--- src/rtl/fir_ctrl_pkg.sv ---
// Shared types and constants for the FIR MAC sequence controller.
// Default geometry, FSM state encoding and pipeline alignment latencies.
package fir_ctrl_pkg;

    localparam int LP_NUM_TAP  = 10;
    localparam int LP_NUM_BANK = 4;
    localparam int LP_TAP_AW   = 4;
    localparam int LP_BANK_AW  = 2;
    localparam int LP_DATA_W   = 16;

    // Read data arrives one cycle after the address; the product one cycle later.
    localparam int LP_SRAM_RD_LAT = 1;
    localparam int LP_MUL_LAT     = 1;
    localparam int LP_DRAIN_LEN   = 2;

    typedef enum logic [2:0] {
        ST_IDLE   = 3'd0,
        ST_UPDATE = 3'd1,
        ST_RD     = 3'd2,
        ST_DRAIN  = 3'd3,
        ST_OUT    = 3'd4
    } state_e;

endpackage

--- src/rtl/fir_mac_seq_ctrl_if.sv ---
// Sample-strobe / coefficient-update side and SRAM/MAC control side of the controller.
// master drives the i* signals, slave (the controller) drives the o* signals.
interface fir_mac_seq_ctrl_if
    import fir_ctrl_pkg::*;
#(
    parameter int P_NUM_BANK = LP_NUM_BANK,
    parameter int P_TAP_AW   = LP_TAP_AW,
    parameter int P_BANK_AW  = LP_BANK_AW,
    parameter int P_DATA_W   = LP_DATA_W
);

    logic                          iEnSample600k;
    logic                          iCoeffUpdateFlag;
    logic                          iCsnRam;
    logic                          iWrnRam;
    logic [P_BANK_AW+P_TAP_AW-1:0] iAddrRam;
    logic [P_DATA_W-1:0]           iWtDtRam;

    logic [P_NUM_BANK-1:0]         oCsnRam;
    logic                          oWrnRam;
    logic [P_TAP_AW-1:0]           oAddrRam;
    logic [P_DATA_W-1:0]           oWtDtRam;
    logic [P_TAP_AW-1:0]           oTapIdx;
    logic                          oEnDelay;
    logic                          oAccClr;
    logic                          oEnMul;
    logic                          oEnAddAcc;
    logic                          oOutValid;
    logic                          oBusy;
    logic                          oOverrun;

    modport master (
        output iEnSample600k, iCoeffUpdateFlag, iCsnRam, iWrnRam, iAddrRam, iWtDtRam,
        input  oCsnRam, oWrnRam, oAddrRam, oWtDtRam, oTapIdx, oEnDelay, oAccClr,
               oEnMul, oEnAddAcc, oOutValid, oBusy, oOverrun
    );

    modport slave (
        input  iEnSample600k, iCoeffUpdateFlag, iCsnRam, iWrnRam, iAddrRam, iWtDtRam,
        output oCsnRam, oWrnRam, oAddrRam, oWtDtRam, oTapIdx, oEnDelay, oAccClr,
               oEnMul, oEnAddAcc, oOutValid, oBusy, oOverrun
    );

endinterface

--- src/rtl/fir_tap_counter.sv ---
// Tap counter 0..P_NUM_TAP-1 with synchronous clear, enable and a last-tap flag.
module fir_tap_counter #(
    parameter int P_NUM_TAP = 10,
    parameter int P_TAP_AW  = 4
) (
    input  logic                clk_i,
    input  logic                rst_ni,
    input  logic                clr_i,
    input  logic                en_i,
    output logic [P_TAP_AW-1:0] cnt_o,
    output logic                last_o
);

    logic [P_TAP_AW-1:0] cnt_q, cnt_d;

    assign last_o = (cnt_q == P_TAP_AW'(P_NUM_TAP - 1));
    assign cnt_o  = cnt_q;

    always_comb begin
        cnt_d = cnt_q;
        if (clr_i) begin
            cnt_d = '0;
        end else if (en_i) begin
            cnt_d = last_o ? '0 : cnt_q + P_TAP_AW'(1);
        end
    end

    // NOTE: state registers use non-blocking assignments so every flop samples pre-edge values.
    always_ff @(posedge clk_i) begin
        if (!rst_ni) begin
            cnt_q <= '0;
        end else begin
            cnt_q <= cnt_d;
        end
    end

endmodule

--- src/rtl/fir_mac_seq_ctrl.sv ---
// FIR MAC sequence controller: per-sample tap read sweep over all coefficient banks,
// latency-aligned MAC enables and output strobe, plus registered coefficient-write decode.
module fir_mac_seq_ctrl
    import fir_ctrl_pkg::*;
#(
    parameter int P_NUM_TAP  = LP_NUM_TAP,
    parameter int P_NUM_BANK = LP_NUM_BANK,
    parameter int P_TAP_AW   = LP_TAP_AW,
    parameter int P_BANK_AW  = LP_BANK_AW,
    parameter int P_DATA_W   = LP_DATA_W
) (
    input  logic               iClk12M,
    input  logic               iRsn,
    fir_mac_seq_ctrl_if.slave  bus
);

    localparam int DRAIN_W = $clog2(LP_DRAIN_LEN) + 1;

    state_e                 state_q, state_d;
    logic [DRAIN_W-1:0]     drain_q, drain_d;
    logic                   overrun_q, overrun_d;
    logic [LP_SRAM_RD_LAT-1:0] mul_pipe_q;
    logic [LP_MUL_LAT-1:0]  add_pipe_q;
    logic [P_NUM_BANK-1:0]  upd_csn_q, upd_csn_d;
    logic                   upd_wrn_q, upd_wrn_d;
    logic [P_TAP_AW-1:0]    upd_addr_q, upd_addr_d;
    logic [P_DATA_W-1:0]    wdata_q;

    logic                   rd_active, busy, en_mul;
    logic [P_TAP_AW-1:0]    rd_cnt, idx_cnt;
    logic                   rd_last, idx_last;
    logic [P_TAP_AW-1:0]    wr_tap;
    logic [P_BANK_AW-1:0]   wr_bank;

    assign rd_active = (state_q == ST_RD);
    assign busy      = (state_q == ST_RD) || (state_q == ST_DRAIN) || (state_q == ST_OUT);
    assign en_mul    = mul_pipe_q[LP_SRAM_RD_LAT-1];
    assign wr_tap    = bus.iAddrRam[P_TAP_AW-1:0];
    assign wr_bank   = bus.iAddrRam[P_TAP_AW +: P_BANK_AW];

    fir_tap_counter #(.P_NUM_TAP(P_NUM_TAP), .P_TAP_AW(P_TAP_AW)) u_rd_cnt (
        .clk_i  (iClk12M),
        .rst_ni (iRsn),
        .clr_i  (~rd_active),
        .en_i   (rd_active),
        .cnt_o  (rd_cnt),
        .last_o (rd_last)
    );

    // Tap index follows the read address one SRAM latency later by counting on the multiplier enable.
    fir_tap_counter #(.P_NUM_TAP(P_NUM_TAP), .P_TAP_AW(P_TAP_AW)) u_idx_cnt (
        .clk_i  (iClk12M),
        .rst_ni (iRsn),
        .clr_i  (~en_mul),
        .en_i   (en_mul),
        .cnt_o  (idx_cnt),
        .last_o (idx_last)
    );

    // NOTE: every always_comb output gets a default first, so no path can infer a latch.
    always_comb begin
        state_d   = state_q;
        drain_d   = drain_q;
        overrun_d = overrun_q | (bus.iEnSample600k & busy);
        unique case (state_q)
            ST_IDLE: begin
                if (bus.iCoeffUpdateFlag)   state_d = ST_UPDATE;
                else if (bus.iEnSample600k) state_d = ST_RD;
            end
            ST_UPDATE: begin
                if (!bus.iCoeffUpdateFlag) state_d = ST_IDLE;
            end
            ST_RD: begin
                if (rd_last) state_d = ST_DRAIN;
            end
            ST_DRAIN: begin
                drain_d = drain_q + DRAIN_W'(1);
                if (drain_q == DRAIN_W'(LP_DRAIN_LEN - 1)) begin
                    drain_d = '0;
                    state_d = ST_OUT;
                end
            end
            ST_OUT: begin
                state_d = bus.iCoeffUpdateFlag ? ST_UPDATE : ST_IDLE;
            end
            default: state_d = ST_IDLE;
        endcase
    end

    // Out-of-range bank or tap keeps every bank deselected.
    always_comb begin
        upd_csn_d  = '1;
        upd_wrn_d  = 1'b1;
        upd_addr_d = '0;
        if (state_q == ST_UPDATE && bus.iCoeffUpdateFlag) begin
            upd_wrn_d  = bus.iWrnRam;
            upd_addr_d = wr_tap;
            if (int'(wr_tap) < P_NUM_TAP && int'(wr_bank) < P_NUM_BANK) begin
                for (int b = 0; b < P_NUM_BANK; b++) begin
                    upd_csn_d[b] = bus.iCsnRam | (int'(wr_bank) != b);
                end
            end
        end
    end

    always_ff @(posedge iClk12M) begin
        if (!iRsn) begin
            state_q    <= ST_IDLE;
            drain_q    <= '0;
            overrun_q  <= 1'b0;
            mul_pipe_q <= '0;
            add_pipe_q <= '0;
            upd_csn_q  <= '1;
            upd_wrn_q  <= 1'b1;
            upd_addr_q <= '0;
            wdata_q    <= '0;
        end else begin
            state_q    <= state_d;
            drain_q    <= drain_d;
            overrun_q  <= overrun_d;
            for (int i = LP_SRAM_RD_LAT - 1; i > 0; i--) mul_pipe_q[i] <= mul_pipe_q[i-1];
            mul_pipe_q[0] <= rd_active;
            for (int i = LP_MUL_LAT - 1; i > 0; i--) add_pipe_q[i] <= add_pipe_q[i-1];
            add_pipe_q[0] <= en_mul;
            upd_csn_q  <= upd_csn_d;
            upd_wrn_q  <= upd_wrn_d;
            upd_addr_q <= upd_addr_d;
            wdata_q    <= bus.iWtDtRam;
        end
    end

    // The last tap reaches the multiplier exactly while the sequence drains.
    always_ff @(posedge iClk12M) begin
        if (iRsn && en_mul && idx_last) assert (state_q == ST_DRAIN);
    end

    assign bus.oCsnRam   = rd_active ? '0   : upd_csn_q;
    assign bus.oWrnRam   = rd_active ? 1'b1 : upd_wrn_q;
    assign bus.oAddrRam  = rd_active ? rd_cnt : upd_addr_q;
    assign bus.oWtDtRam  = wdata_q;
    assign bus.oTapIdx   = idx_cnt;
    assign bus.oEnDelay  = rd_active && (rd_cnt == '0);
    assign bus.oAccClr   = rd_active && (rd_cnt == '0);
    assign bus.oEnMul    = en_mul;
    assign bus.oEnAddAcc = add_pipe_q[LP_MUL_LAT-1];
    assign bus.oOutValid = (state_q == ST_OUT);
    assign bus.oBusy     = busy;
    assign bus.oOverrun  = overrun_q;

endmodule
--- src/flat_wrapper.sv ---
// flat-port wrapper written by rule: the top's interface ports become plain ports
module fir_mac_seq_ctrl_flat import fir_ctrl_pkg::*;
#(
    parameter int P_NUM_TAP  = LP_NUM_TAP,
    parameter int P_NUM_BANK = LP_NUM_BANK,
    parameter int P_TAP_AW   = LP_TAP_AW,
    parameter int P_BANK_AW  = LP_BANK_AW,
    parameter int P_DATA_W   = LP_DATA_W
)
  (iClk12M, iRsn, bus_iEnSample600k, bus_iCoeffUpdateFlag, bus_iCsnRam, bus_iWrnRam, bus_iAddrRam, bus_iWtDtRam, bus_oCsnRam, bus_oWrnRam, bus_oAddrRam, bus_oWtDtRam, bus_oTapIdx, bus_oEnDelay, bus_oAccClr, bus_oEnMul, bus_oEnAddAcc, bus_oOutValid, bus_oBusy, bus_oOverrun);
  fir_mac_seq_ctrl_if #(.P_NUM_BANK(P_NUM_BANK), .P_TAP_AW(P_TAP_AW), .P_BANK_AW(P_BANK_AW), .P_DATA_W(P_DATA_W)) bus_i ();
  input  logic iClk12M;
  input  logic iRsn;
  input wire logic [$bits(bus_i.iEnSample600k)-1:0] bus_iEnSample600k;
  input wire logic [$bits(bus_i.iCoeffUpdateFlag)-1:0] bus_iCoeffUpdateFlag;
  input wire logic [$bits(bus_i.iCsnRam)-1:0] bus_iCsnRam;
  input wire logic [$bits(bus_i.iWrnRam)-1:0] bus_iWrnRam;
  input wire logic [$bits(bus_i.iAddrRam)-1:0] bus_iAddrRam;
  input wire logic [$bits(bus_i.iWtDtRam)-1:0] bus_iWtDtRam;
  output wire logic [$bits(bus_i.oCsnRam)-1:0] bus_oCsnRam;
  output wire logic [$bits(bus_i.oWrnRam)-1:0] bus_oWrnRam;
  output wire logic [$bits(bus_i.oAddrRam)-1:0] bus_oAddrRam;
  output wire logic [$bits(bus_i.oWtDtRam)-1:0] bus_oWtDtRam;
  output wire logic [$bits(bus_i.oTapIdx)-1:0] bus_oTapIdx;
  output wire logic [$bits(bus_i.oEnDelay)-1:0] bus_oEnDelay;
  output wire logic [$bits(bus_i.oAccClr)-1:0] bus_oAccClr;
  output wire logic [$bits(bus_i.oEnMul)-1:0] bus_oEnMul;
  output wire logic [$bits(bus_i.oEnAddAcc)-1:0] bus_oEnAddAcc;
  output wire logic [$bits(bus_i.oOutValid)-1:0] bus_oOutValid;
  output wire logic [$bits(bus_i.oBusy)-1:0] bus_oBusy;
  output wire logic [$bits(bus_i.oOverrun)-1:0] bus_oOverrun;
  assign bus_i.iEnSample600k = bus_iEnSample600k;
  assign bus_i.iCoeffUpdateFlag = bus_iCoeffUpdateFlag;
  assign bus_i.iCsnRam = bus_iCsnRam;
  assign bus_i.iWrnRam = bus_iWrnRam;
  assign bus_i.iAddrRam = bus_iAddrRam;
  assign bus_i.iWtDtRam = bus_iWtDtRam;
  assign bus_oCsnRam = bus_i.oCsnRam;
  assign bus_oWrnRam = bus_i.oWrnRam;
  assign bus_oAddrRam = bus_i.oAddrRam;
  assign bus_oWtDtRam = bus_i.oWtDtRam;
  assign bus_oTapIdx = bus_i.oTapIdx;
  assign bus_oEnDelay = bus_i.oEnDelay;
  assign bus_oAccClr = bus_i.oAccClr;
  assign bus_oEnMul = bus_i.oEnMul;
  assign bus_oEnAddAcc = bus_i.oEnAddAcc;
  assign bus_oOutValid = bus_i.oOutValid;
  assign bus_oBusy = bus_i.oBusy;
  assign bus_oOverrun = bus_i.oOverrun;
  fir_mac_seq_ctrl #(.P_NUM_TAP(P_NUM_TAP), .P_NUM_BANK(P_NUM_BANK), .P_TAP_AW(P_TAP_AW), .P_BANK_AW(P_BANK_AW), .P_DATA_W(P_DATA_W)) u_core (.iClk12M(iClk12M), .iRsn(iRsn), .bus(bus_i));
endmodule
--- config.mk ---
export PLATFORM = sky130hd
export DESIGN_NAME = fir_mac_seq_ctrl_flat
export DESIGN_NICKNAME = d
export VERILOG_FILES = /design/src/rtl/fir_ctrl_pkg.sv /design/src/rtl/fir_mac_seq_ctrl_if.sv /design/src/rtl/fir_tap_counter.sv /design/src/rtl/fir_mac_seq_ctrl.sv /design/src/flat_wrapper.sv
export SDC_FILE = /design/constraint.sdc
export NUM_CORES = 1
export LEC_CHECK = 0
export ABC_AREA = 1
export BUFFER_PORTS_ARGS = -buffer_cell sky130_fd_sc_hd__buf_2
export CORE_MARGIN = 2
export CORE_UTILIZATION = 50
export DETAILED_ROUTE_END_ITERATION = 10
export PLACE_DENSITY = 0.92
export SLEW_MARGIN = 20
export SYNTH_ARGS = -nofsm -noshare
export SYNTH_HDL_FRONTEND = slang
export SYNTH_SLANG_ARGS = --single-unit
--- constraint.sdc ---
create_clock -name iClk12M -period 2.4 [get_ports iClk12M]
set_input_delay 0.24 -clock iClk12M [delete_from_list [all_inputs] [get_ports iClk12M]]
set_output_delay 0.24 -clock iClk12M [all_outputs]
set_load 0.02 [all_outputs]
==> reports/qor.txt <==
Status: finished clean
Residual DRC: 0
Synth warnings: 0
DP Area: 0.00186 mm2
H-tree Lvls: 2
Hold_ws: 76.9 ps
Rel. slew slack: 74.7%
Worst-Skew Late Latency: 340 ps
Die width: 59.2 um
Site Rows: 20
Crit path largest cell delay: 420 ps
Hold Crit Class: in -> reg
CTS tree: yes
Clk buf depth: 2
Post-CTS Setup Bufs: 0
Post-synth cell types: 23
Worst-margin pin slew: 379 ps
Pwr/cell area: 850 mW/mm2
CP Launch Type: flip-flop
R2R Path End: u_core.state_q[1]$_SDFFE_PN0P_
GP Congestion: 0.751
Core area: 0.00298 mm2
Die ar.: 0.00350 mm2
R2R depth: 7
Clk_skew: 8.24 ps
Most common cell on crit path: inv_1
Area of the multi-input gates: 509 um2
Worst Path Arrival: 1660 ps
Pre-Repair DR Iteration Count: 4
CTS buffer count: 5
Vias after detailed routing: 1335
Buffers on Ports: 63
Share of layout cells above drive strength 1: 29.3%
Worst Hold Depth: 3
Nets: 292
Post-Layout Cell Count: 292
Crit. End Element: output port
Initial antenna violation count: 0
Maximum vdd drop: 443 uV
GRT Total Usage: 18.8%
#FFs+latches synth: 41
Crit-path max FO: 16
Cell area after layout: 0.00191 mm2
Layout Area Growth over Synthesis: 25.8%
Routed Antenna Nets: 0
Largest cells by area after synthesis: dfxtp_1 54%, inv_1 11%, nand2_1 9.9%
Setup TNS: 0 ps
Max frequency: 526 MHz
Slowest-stage cell, CP: dfxtp_1
Post-Syn Area: 0.00152 mm2
Final Critical Period: 1900 ps
Antenna diodes: 0
Final hold violation count: 0
CP Class: reg -> out
Cells after Synth: 193
Setup violators final: 0
Sequential area share after synthesis: 53.9%
RSZ-0062 raised after global routing: false
Fill cells: 269
Sequential cell area: 821 um2
First-pass GRT wire length: 4860 um
Die Span Y: 59.2 um
Initial DRC count: 35
Post-Place Cells: 285
Drt wl/cell: 9.79 um
Dpl hpwl: 2240 um
Post-synth EDFFs: 0
Initial Util: 51.1%
Hold Path End: u_core.bus.oWtDtRam[9]$_SDFF_PN0_
Clock-pin slew on the worst setup and hold paths: 110 ps
Leading area contributor after synthesis: dfxtp_1
Worst reg2reg startpoint: u_core.state_q[0]$_SDFFE_PN0P_
Flop2flop setup slack: 970 ps
Leakage: 1.12 nW
Most frequent cells in the layout: 63 x buf_2, 45 x inv_1, 41 x dfxtp_1
Top-area cell type share of the netlist area: 53.9%
Max Slew Vio Count: 0
Hold_buf cts: 0
Synth Area per Inst: 7.88 um2
Async SR Flop Fraction: 0%
Worst hold start: bus_iWtDtRam[9]
Post-CTS resize count: 0
Synth Flop Type: dfxtp_1
Buffers plus inverters on the worst setup path: 3
Number of global-route vias before repair: 1192
Routed WL: 2860 um
Sink Count: 41
Synth Net Count: 226
Number of max-cap violations: 0
Final Cycle Share: 79.2%
Total congestion overflow: 0
Commonest non-fill, non-tap cell in the layout: buf_2
Critical Path RT: 2160 ps
CP cell instances: inv_1, nand3_2, inv_1, or2_2, buf_2
Power Total: 1.63 mW
Largest net degree at the start of global routing: 23
Root Buffer: clkbuf_4
Delay-heaviest family, CP: simple AND/OR/NAND/NOR gates
IO Count: 64
Routed vias/inst: 4.57
## metal layers
metal / share of wire, % / vias to the layer above / track usage (%) / routed length, um
li1: - / 700 / - / -
met1: 40 / 594 / 20.0 / 1130
met2: 53 / 36 / 33.3 / 1520
met3: 5.9 / 5 / 7.64 / 170
met4: 1.3 / 0 / 6.82 / 38
met5: 0 / - / 0 / 0
## cells in the mapped netlist, types with 2 or more instances
master   instances
nor2_2           2
nand3_1          4
nand4_1          4
buf_2            3
a21oi_1          5
ha_1             5
nor2_1          24
inv_1           45
o21ai_0          6
nor3_1           2
xnor2_1          2
dfxtp_1         41
nand2_1         40
## worst max-delay path by stage
| stage | slack [ps] | endpoint | from | cells past startpoint |
|---|---|---|---|---|
| 4_1_cts | 470 | bus_oWrnRam | u_core.state_q[0]$_SDFFE_PN0P_ | 5 |
| 3_3_place_gp | 960 | bus_oWrnRam | u_core.state_q[0]$_SDFFE_PN0P_ | 5 |
| 3_5_place_dp | 870 | bus_oWrnRam | u_core.state_q[0]$_SDFFE_PN0P_ | 5 |
| 6_report | 500 | bus_oWrnRam | u_core.state_q[0]$_SDFFE_PN0P_ | 5 |
| 5_1_grt | 360 | bus_oWrnRam | u_core.state_q[0]$_SDFFE_PN0P_ | 5 |
| 2_1_floorplan | 440 | bus_oEnDelay | u_core.state_q[2]$_SDFFE_PN0P_ | 5 |
## stage by stage
stage                     util, %  worst slack [ps]
after floorplan                 -               441
after global placement       62.3               956
after detailed placement     62.3               872
after CTS                    64.3               472
after global routing         64.3               365
final                        64.3               500
## logic make-up after synthesis
kind of cell,Yosys count,share of synthesized area [%]
buffers and inverters,49,12.6
adders and majority gates,5,4.11
xor gates and xnor gates,3,1.73
AOI/OAI and AO/OA,13,4.44
DFF,41,53.9
and+or+nand+nor,82,23.2
## power by group
| group | internal, mW | leakage, nW | switching [mW] |
|---|---|---|---|
| clock | 0.137 | 0.0303 | 0.202 |
| sequential | 0.737 | 0.336 | 0.0419 |
| combinational | 0.164 | 0.757 | 0.345 |
| total | 1.04 | 1.12 | 0.589 |
## cell type report
type                            count  share of cell area [%]
Clock inverter                      1                   0.392
Sequential cell                    41                    42.9
Clock buffer                        6                    2.68
Inverter                           45                    8.82
Tap cell                           33                    2.16
Multi-Input combinational cell    103                    26.6
Timing Repair Buffer               63                    16.5
## worst register-to-register path, delay by kind of cell (launching register included)
| kind | cells | cell delay (ps) |
|---|---|---|
| and+or+nand+nor | 4 | 600 |
| DFF | 1 | 420 |
| AOI/OAI and AO/OA | 1 | 160 |
| buffers and inverters | 2 | 150 |
## state kept, by name, summed over array words and instances (netlist names)
signal                  count
u_core.bus.oWtDtRam        16
u_core.u_idx_cnt.cnt_o      4
u_core.u_rd_cnt.cnt_o       4
u_core.upd_addr_q           4
u_core.upd_csn_q            4
u_core.state_q              3
u_core.drain_q              2
u_core.bus.oEnAddAcc        1
u_core.bus.oEnMul           1
u_core.bus.oOverrun         1
u_core.upd_wrn_q            1
Power figures use the tool's default switching activity.
